$ cat config.mk
export PLATFORM = sky130hd
export DESIGN_NAME = bsg_fifo_tracker_count
export DESIGN_NICKNAME = d
export VERILOG_FILES = /design/src/rtl/bsg_fifo_tracker_pkg.sv /design/src/rtl/bsg_circular_ptr_wrap.sv /design/src/rtl/bsg_fifo_tracker_count.sv
export SDC_FILE = /design/constraint.sdc
export NUM_CORES = 1
export LEC_CHECK = 0
export ABC_AREA = 1
export CORE_MARGIN = 2
export CORE_UTILIZATION = 49
export DETAILED_ROUTE_END_ITERATION = 16
export PLACE_DENSITY = 0.82
export SLEW_MARGIN = 10
export SYNTH_ARGS = -nofsm -noshare
export SYNTH_HDL_FRONTEND = slang
export SYNTH_SLANG_ARGS = --single-unit
$ cat constraint.sdc
create_clock -name clk_i -period 3.5 [get_ports clk_i]
set_input_delay 0.7 -clock clk_i [delete_from_list [all_inputs] [get_ports clk_i]]
set_output_delay 0.7 -clock clk_i [all_outputs]
set_load 0.005 [all_outputs]
$ cat src/rtl/bsg_fifo_tracker_pkg.sv
// Shared types and default thresholds for the FIFO pointer/occupancy tracker.
package bsg_fifo_tracker_pkg;

    localparam int unsigned default_els_c          = 16;
    localparam int unsigned default_almost_empty_c = 2;

    typedef struct packed {
        logic full;
        logic empty;
        logic almost_full;
        logic almost_empty;
        logic overflow;
        logic underflow;
    } bsg_fifo_status_s;

    // Two entries of headroom by default; never below 1 so the flag stays meaningful.
    function automatic int unsigned default_almost_full(input int unsigned els);
        return (els > 2) ? els - 2 : 1;
    endfunction

endpackage

$ cat src/rtl/bsg_circular_ptr_wrap.sv
// Circular pointer with explicit wrap at els_p-1; works for any modulus >= 2.
module bsg_circular_ptr_wrap #(
    parameter  int unsigned els_p    = 16,
    localparam int unsigned width_lp = $clog2(els_p)
) (
    input  logic                clk_i,
    input  logic                reset_n_i,
    input  logic                inc_i,
    output logic [width_lp-1:0] ptr_r_o,
    output logic [width_lp-1:0] ptr_n_o
);

    localparam logic [width_lp-1:0] last_ptr = width_lp'(els_p - 1);

    logic [width_lp-1:0] ptr_r;

    always_comb begin
        ptr_n_o = ptr_r;
        if (inc_i) begin
            ptr_n_o = (ptr_r == last_ptr) ? '0 : ptr_r + 1'b1;
        end
    end

    always_ff @(posedge clk_i or negedge reset_n_i) begin
        if (!reset_n_i) begin
            ptr_r <= '0;
        end else begin
            ptr_r <= ptr_n_o;
        end
    end

    assign ptr_r_o = ptr_r;

endmodule

$ cat src/rtl/bsg_fifo_tracker_count.sv
// Read/write pointer, occupancy count, threshold flags and sticky error tracking
// for a 1R1W FIFO of arbitrary depth built around an external RAM.
module bsg_fifo_tracker_count
    import bsg_fifo_tracker_pkg::*;
#(
    parameter  int unsigned els_p             = default_els_c,
    parameter  int unsigned almost_full_lp_p  = default_almost_full(els_p),
    parameter  int unsigned almost_empty_lp_p = default_almost_empty_c,
    localparam int unsigned ptr_width_lp      = $clog2(els_p),
    localparam int unsigned cnt_width_lp      = $clog2(els_p + 1)
) (
    input  logic                    clk_i,
    input  logic                    reset_n_i,
    input  logic                    enq_i,
    input  logic                    deq_i,
    input  logic                    clear_err_i,
    output logic [ptr_width_lp-1:0] wptr_r_o,
    output logic [ptr_width_lp-1:0] rptr_r_o,
    output logic [ptr_width_lp-1:0] rptr_n_o,
    output logic [cnt_width_lp-1:0] count_o,
    output logic                    full_o,
    output logic                    empty_o,
    output logic                    almost_full_o,
    output logic                    almost_empty_o,
    output logic                    overflow_o,
    output logic                    underflow_o
);

    if (els_p < 2) begin : g_bad_depth
        $error("bsg_fifo_tracker_count: els_p must be at least 2");
    end
    if (!((almost_empty_lp_p < almost_full_lp_p) && (almost_full_lp_p <= els_p))) begin : g_bad_thr
        $error("bsg_fifo_tracker_count: need almost_empty < almost_full <= els_p");
    end

    localparam logic [cnt_width_lp-1:0] full_cnt = cnt_width_lp'(els_p);
    localparam logic [cnt_width_lp-1:0] af_cnt   = cnt_width_lp'(almost_full_lp_p);
    localparam logic [cnt_width_lp-1:0] ae_cnt   = cnt_width_lp'(almost_empty_lp_p);

    logic                    deq_acc;
    logic                    enq_acc;
    logic [cnt_width_lp-1:0] count_r;
    logic [cnt_width_lp-1:0] count_n;
    logic                    overflow_r;
    logic                    overflow_n;
    logic                    underflow_r;
    logic                    underflow_n;
    logic [ptr_width_lp-1:0] wptr_next;
    logic                    unused_wptr_next;
    bsg_fifo_status_s        status;

    // Flags derive from registered state only, so enq/deq never reach them combinationally.
    always_comb begin
        status              = '0;
        status.full         = (count_r == full_cnt);
        status.empty        = (count_r == '0);
        status.almost_full  = (count_r >= af_cnt);
        status.almost_empty = (count_r <= ae_cnt);
        status.overflow     = overflow_r;
        status.underflow    = underflow_r;
    end

    // A full FIFO still takes an enq when a deq frees a slot in the same cycle.
    assign deq_acc = deq_i & ~status.empty;
    assign enq_acc = enq_i & (~status.full | deq_acc);

    always_comb begin
        count_n = count_r;
        unique case ({enq_acc, deq_acc})
            2'b10:   count_n = count_r + 1'b1;
            2'b01:   count_n = count_r - 1'b1;
            default: count_n = count_r;
        endcase
    end

    // A new violation wins over a same-cycle clear.
    assign overflow_n  = (overflow_r & ~clear_err_i) | (enq_i & ~enq_acc);
    assign underflow_n = (underflow_r & ~clear_err_i) | (deq_i & ~deq_acc);

    always_ff @(posedge clk_i or negedge reset_n_i) begin
        if (!reset_n_i) begin
            count_r     <= '0;
            overflow_r  <= 1'b0;
            underflow_r <= 1'b0;
        end else begin
            count_r     <= count_n;
            overflow_r  <= overflow_n;
            underflow_r <= underflow_n;
        end
    end

    bsg_circular_ptr_wrap #(
        .els_p(els_p)
    ) u_wptr (
        .clk_i    (clk_i),
        .reset_n_i(reset_n_i),
        .inc_i    (enq_acc),
        .ptr_r_o  (wptr_r_o),
        .ptr_n_o  (wptr_next)
    );

    bsg_circular_ptr_wrap #(
        .els_p(els_p)
    ) u_rptr (
        .clk_i    (clk_i),
        .reset_n_i(reset_n_i),
        .inc_i    (deq_acc),
        .ptr_r_o  (rptr_r_o),
        .ptr_n_o  (rptr_n_o)
    );

    assign unused_wptr_next = ^wptr_next;

    assign count_o        = count_r;
    assign full_o         = status.full;
    assign empty_o        = status.empty;
    assign almost_full_o  = status.almost_full;
    assign almost_empty_o = status.almost_empty;
    assign overflow_o     = status.overflow;
    assign underflow_o    = status.underflow;

endmodule
==> results of run 1 <==
metal layers:
metal | up-vias | track usage | routed length, um
met5 | - | 0 | 0
met2 | 27 | 0.359 | 960
met1 | 368 | 0.262 | 860
met3 | 6 | 0.0500 | 80
li1 | 390 | - | -
met4 | 0 | 0.0889 | 31
cells in the mapped netlist, drive strengths merged:
library cell	count
xor2	4
nand3b	1
o21a	1
a21oi	4
nand3	12
ha	5
o22ai	1
a2111oi	1
nand2	15
inv	21
a31oi	1
fa	1
nor2	4
o21ai	8
xnor2	2
o32ai	1
o31ai	1
dfrtp	15
nor3	1
worst register-to-register path, cell delays in order, from the launching register on:
cell and delay, ns:
dfrtp_1 0.47, nor2_2 0.19, nand3_2 0.15, nand2_4 0.13, inv_4 0.07, nand2_8 0.07, inv_1 0.07, ha_1 0.32
a21oi_1 0.22, nand3_1 0.10, nand2_1 0.09, nand3_1 0.07, nand2_1 0.07, inv_1 0.04
worst paths after layout:
kind | start | to | slack [ns] | depth (start not counted)
min in group asynchronous | reset_n_i | u_wptr.ptr_r_o[3]$_DFFE_PN0P_ | 0.84 | 1
max reg2reg | count_o[1]$_DFFE_PN0P_ | count_o[4]$_DFFE_PN0P_ | 1.36 | 13
max | deq_i | rptr_n_o[3] | 0.55 | 6
min | u_rptr.ptr_r_o[3]$_DFF_PN0_ | u_rptr.ptr_r_o[3]$_DFF_PN0_ | 0.50 | 1
min reg2reg | u_rptr.ptr_r_o[3]$_DFF_PN0_ | u_rptr.ptr_r_o[3]$_DFF_PN0_ | 0.50 | 1
max in group asynchronous | reset_n_i | count_o[1]$_DFFE_PN0P_ | 2.21 | 1
logic make-up (layout without fill, tap and decap cells):
kind of cell	Yosys count	count (layout)	synth area share
simple gates	33	33	0.218
xor+xnor	6	6	0.0580
flops	15	15	0.414
fa+ha+maj	6	6	0.0912
compound gates	18	18	0.128
buf+inv	21	52	0.0898
layout by cell type, fill, tap and decap left out, types with 2 or more instances in the layout:
master           netlist  layout
clkbuf_4               0       3
xor2_1                 4       4
ha_1                   5       5
clkdlybuf4s50_1        0      27
xnor2_1                2       2
nor2_2                 3       3
nand3_1                9       9
nand2_1               12      12
a21oi_1                3       3
nand2_4                2       2
nand3_2                3       3
inv_1                 19      19
dfrtp_1               15      15
o21ai_1                2       2
o21ai_0                6       6
registers in the layout (all words and copies together) (netlist names):
signal,cells
count_o,5
u_rptr.ptr_r_o,4
u_wptr.ptr_r_o,4
overflow_o,1
underflow_o,1
area by class of cell:
class / instances / area share
multi-input cells: 63 / 0.364
flip-flops and latches: 15 / 0.304
repair buffers: 27 / 0.219
inverters: 21 / 0.0659
well taps: 25 / 0.0253
clock buffers: 3 / 0.0182
clock inverters: 1 / 0.00405
where the power goes:
| group | switching, W | internal (W) | leakage [nW] |
|---|---|---|---|
| Clock | 0.0000572 | 0.0000423 | 0.0177 |
| Sequential | 0.000104 | 0.000250 | 0.182 |
| Combinational | 0.000253 | 0.000337 | 0.382 |
stage by stage:
step / util / total power [W]
after floorplan: - / 0.000628
after CTS: 0.715 / 0.00105
final: 0.715 / 0.00104
after global routing: 0.715 / 0.00114
after global placement: 0.699 / 0.000924
after detailed placement: 0.699 / 0.000948
==> flow_metrics.env, run 1 <==
export IMPL_critical_path_class="in -> out"
export IMPL_wirelength_um=1930
export IMPL_nNetsFinal=142
export IMPL_crit_fanout=6
export IMPL_p_leak_nw=0.582
export IMPL_seqCellArea_sq_um=375
export IMPL_synth_top_area_share=0.414
export IMPL_min_period_ns=2.95
export IMPL_cts_tree="yes"
export IMPL_synth_fp_nets=110
export IMPL_relSlewSlack=0.524
export IMPL_n_fill_cell=138
export IMPL_arrival_ns=2.25
export IMPL_slew_violations=0
export IMPL_path_cells="clkdlybuf4s50_1 -> nand2_4 -> o21ai_0 -> inv_1 -> a31oi_1 -> clkdlybuf4s50_1"
export IMPL_critPathRequiredTime_ns=2.80
export IMPL_drt_initial_drc_count=9
export IMPL_worst_setup_path_end_kind="primary output"
export IMPL_min_path_type="reg -> reg"
export IMPL_start_util=0.525
export IMPL_grt_max_degree=16
export IMPL_grt_first_pass_wirelength_um=3290
export IMPL_place_area_sq_um=1210
export IMPL_viasPerCell=5.10
export IMPL_tightest_slew_ns=0.712
export IMPL_wl_per_cell_um=12.5
export IMPL_synthCells=99
export IMPL_hold_ws_ns=0.503
export IMPL_clk_latency_ns=0.28
export IMPL_post_cts_resized=0
export IMPL_clock_root_buffer="clkbuf_4"
export IMPL_first_global_vias=768
export IMPL_place_ws_ns=0.536
export IMPL_synth_cell_types=27
export IMPL_startpoint_type="primary input"
export IMPL_fp_row_count=15
export IMPL_area_growth_pct=36.3
export IMPL_crit_path_top_delay_cell="clkdlybuf4s50_1"
export IMPL_ant_nets=0
export IMPL_antenna_found_initial=0
export IMPL_path_common_cell="clkdlybuf4s50_1"
export IMPL_synth_area_sq_um=906
export IMPL_place_congestion=0.822
export IMPL_cts_buffers=3
export IMPL_yosys_top_cells_area="dfrtp_1 41%, inv_1 7.9%, ha_1 6.9%"
export IMPL_io_buffers=27
export IMPL_netlist_top_cell_by_area="dfrtp_1"
export IMPL_multi_input_area_sq_um=449
export IMPL_worst_path_largest_cell_delay_ns=0.54
export IMPL_period_share=0.842
export IMPL_num_io_pins=28
export IMPL_grt_usage=0.213
export IMPL_clkSinkCount=15
export IMPL_yosysSeqAreaShare=0.414
export IMPL_die_w_um=47.0
export IMPL_layoutNonFillerInstCount=155
export IMPL_cts_hold_fix_buffers=0
export IMPL_path_buf_inv=3
export IMPL_finalClockSkew_ns=0.00203
export IMPL_setup_slack_ns=0.554
export IMPL_power_density_nw_per_um2=845
export IMPL_vias=791
export IMPL_antennaDiodeCount=0
export IMPL_dp_cells=151
export IMPL_hpwl_um=1540
export IMPL_dieHeight_um=47.0
export IMPL_setup_violations_final=0
export IMPL_htreeDepth=1
export IMPL_post_cts_buffers=0
export IMPL_stdcell_area_sq_um=1230
export IMPL_core_area_sq_um=1730
export IMPL_drt_first_pass_iters=4
export IMPL_layout_drive_gt1_share=0.123
export IMPL_fmax_ghz=0.339
export IMPL_fin_tns_setup_ns=0
export IMPL_grt_ovfl_total=0
export IMPL_maxCapViolCount=0
export IMPL_ys_warn_count=0
export IMPL_rsz0062_at_grt="no"
export IMPL_drc_errors=0
export IMPL_cts_max_path_buffers=2
export IMPL_ir_drop_mv=0.557
export IMPL_clkSlewWorstSetupHoldPaths_ns=0.10
export IMPL_final_hold_viol_count=0
export IMPL_critPathTopFamily="buffers and inverters"
export IMPL_synth_seq_cells=15
export IMPL_syn_avg_cell_area_sq_um=9.15
export IMPL_status="completed"
export IMPL_die_area_sq_um=2210
(Power assumes the default switching activity.)
==> inputs of run 2 (changes only) <==
--- a/config.mk
+++ b/config.mk
@@ -7,9 +7,9 @@
 export LEC_CHECK = 0
 export ABC_AREA = 1
 export CORE_MARGIN = 2
-export CORE_UTILIZATION = 49
+export CORE_UTILIZATION = 45
 export DETAILED_ROUTE_END_ITERATION = 16
-export PLACE_DENSITY = 0.82
+export PLACE_DENSITY = 0.77
 export SLEW_MARGIN = 10
 export SYNTH_ARGS = -nofsm -noshare
 export SYNTH_HDL_FRONTEND = slang
==> constraint.sdc (replaced) <==
create_clock -name clk_i -period 2.8 [get_ports clk_i]
set_input_delay 0.56 -clock clk_i [delete_from_list [all_inputs] [get_ports clk_i]]
set_output_delay 0.56 -clock clk_i [all_outputs]
set_load 0.005 [all_outputs]
==> run 2 against run 1 <==
Final cell count up 1.3%. Register-to-register slack worse by 0.72 ns. Die area up 8.1%. Setup slack worse by 0.43 ns. Critical endpoint unchanged. Non-clock buffer count unchanged. Largest power group unchanged. Worst hold slack better by 0.0034 ns. Flip-flop and latch count unchanged.
==> flow_metrics.env, run 2 (same netlist as run 1, synthesis figures left out) <==
export IMPL_min_period_ns=2.68
export IMPL_power_density_nw_per_um2=1050
export IMPL_clock_root_buffer="clkbuf_4"
export IMPL_antenna_found_initial=0
export IMPL_nNetsFinal=142
export IMPL_first_global_vias=836
export IMPL_place_congestion=0.815
export IMPL_status="completed"
export IMPL_wirelength_um=1970
export IMPL_path_common_cell="clkdlybuf4s50_1"
export IMPL_final_hold_viol_count=0
export IMPL_crit_fanout=6
export IMPL_cts_buffers=3
export IMPL_fp_row_count=16
export IMPL_layoutNonFillerInstCount=157
export IMPL_core_area_sq_um=1920
export IMPL_arrival_ns=2.12
export IMPL_layout_drive_gt1_share=0.123
export IMPL_grt_usage=0.192
export IMPL_die_w_um=48.9
export IMPL_ant_nets=0
export IMPL_area_growth_pct=36.6
export IMPL_reg2reg_from="count_o[1]$_DFFE_PN0P_"
export IMPL_wl_per_cell_um=12.5
export IMPL_clkSlewWorstSetupHoldPaths_ns=0.10
export IMPL_layout_commonest_cell="clkdlybuf4s50_1"
export IMPL_final_core_util=0.644
export IMPL_startpoint_type="primary input"
export IMPL_ir_drop_mv=0.596
export IMPL_relSlewSlack=0.555
export IMPL_vias=797
export IMPL_critical_path_class="in -> out"
export IMPL_viasPerCell=5.08
export IMPL_worst_path_largest_cell_delay_ns=0.55
export IMPL_rsz0062_at_grt="no"
export IMPL_crit_path_top_delay_cell="clkdlybuf4s50_1"
export IMPL_largest_register_ffs=5
export IMPL_grt_ovfl_total=0
export IMPL_drt_initial_drc_count=17
export IMPL_worst_setup_path_end_kind="primary output"
export IMPL_maxCapViolCount=0
export IMPL_hpwl_um=1560
export IMPL_fin_tns_setup_ns=0
export IMPL_cts_hold_fix_buffers=0
export IMPL_dp_cells=153
export IMPL_clk_latency_ns=0.29
export IMPL_clkSinkCount=15
export IMPL_grt_max_degree=16
export IMPL_crit_start="deq_i"
export IMPL_setup_violations_final=0
export IMPL_cts_tree="yes"
export IMPL_tightest_slew_ns=0.666
export IMPL_path_cells="clkdlybuf4s50_1 -> nand2_4 -> o21ai_0 -> inv_1 -> a31oi_1 -> clkdlybuf4s50_1"
export IMPL_dieHeight_um=48.9
export IMPL_cts_max_path_buffers=2
export IMPL_post_cts_buffers=0
export IMPL_htreeDepth=1
export IMPL_finalClockSkew_ns=0.00668
export IMPL_start_util=0.471
export IMPL_min_from="u_rptr.ptr_r_o[3]$_DFF_PN0_"
export IMPL_drt_first_pass_iters=4
export IMPL_critPathRequiredTime_ns=2.24
export IMPL_fmax_ghz=0.374
export IMPL_num_io_pins=28
export IMPL_p_leak_nw=0.582
export IMPL_grt_first_pass_wirelength_um=3590
export IMPL_layout_common_cells="27 x clkdlybuf4s50_1, 19 x inv_1, 15 x dfrtp_1"
export IMPL_min_path_type="reg -> reg"
export IMPL_period_share=0.956
export IMPL_slew_violations=0
export IMPL_drc_errors=0
export IMPL_post_cts_resized=0
export IMPL_io_buffers=27
export IMPL_antennaDiodeCount=0
export IMPL_die_area_sq_um=2390
## run 2: cell counts in the layout (fill, tap and decap cells not counted)
Identical to the previous run, type by type.
## run 2: layout make-up
type                    instances  area (sq um)
fillers                       174           684
multi-input cells              63           449
flip-flops and latches         15           375
repair buffers                 27           270
inverters                      21          81.3
well taps                      27          33.8
clock buffers                   3          22.5
clock inverters                 1          5.00
## run 2: worst max-delay path: cells and delay by family
| kind | cells | cell delay (ns) |
|---|---|---|
| AO/OA/AOI/OAI | 2 | 0.32 |
| AND/OR/NAND/NOR | 1 | 0.10 |
| buffers and inverters | 3 | 1.14 |
## run 2: power by group
part	total, W	switching [W]	internal [W]	leakage (nW)
Combinational	0.000736	0.000317	0.000419	0.382
Sequential	0.000439	0.000127	0.000313	0.182
Clock	0.000128	0.0000747	0.0000531	0.0177
## run 2: metal layers
metal / GRT usage / wire, um / vias up
li1: - / - / 386
met1: 0.229 / 875 / 376
met2: 0.331 / 957 / 30
met3: 0.0491 / 103 / 5
met4: 0.0762 / 30 / 0
met5: 0 / 0 / -
## run 2: worst paths after layout
check / endpoint / slack (ns) / depth (start not counted)
worst max-delay path: rptr_n_o[3] / 0.12 / 6
worst min-delay path: u_rptr.ptr_r_o[3]$_DFF_PN0_ / 0.51 / 1
worst max register to register: count_o[4]$_DFFE_PN0P_ / 0.64 / 13
worst min register to register: u_rptr.ptr_r_o[3]$_DFF_PN0_ / 0.51 / 1
max in group asynchronous: u_wptr.ptr_r_o[2]$_DFFE_PN0P_ / 1.70 / 1
min in group asynchronous: u_wptr.ptr_r_o[1]$_DFFE_PN0P_ / 0.67 / 1
## run 2: per-stage QoR
| stage | setup slack, ns | area, sq um | power [W] | hold slack, ns |
|---|---|---|---|---|
| CTS | 0.122 | 1240 | 0.00132 | 0.510 |
| global placement | 0.149 | 1210 | 0.00116 | 0.485 |
| global route | 0.0374 | 1240 | 0.00142 | 0.534 |
| finish | 0.124 | 1240 | 0.00130 | 0.507 |
| floorplan | 0.888 | 906 | 0.000784 | 0.264 |
| detailed placement | 0.129 | 1210 | 0.00118 | 0.496 |
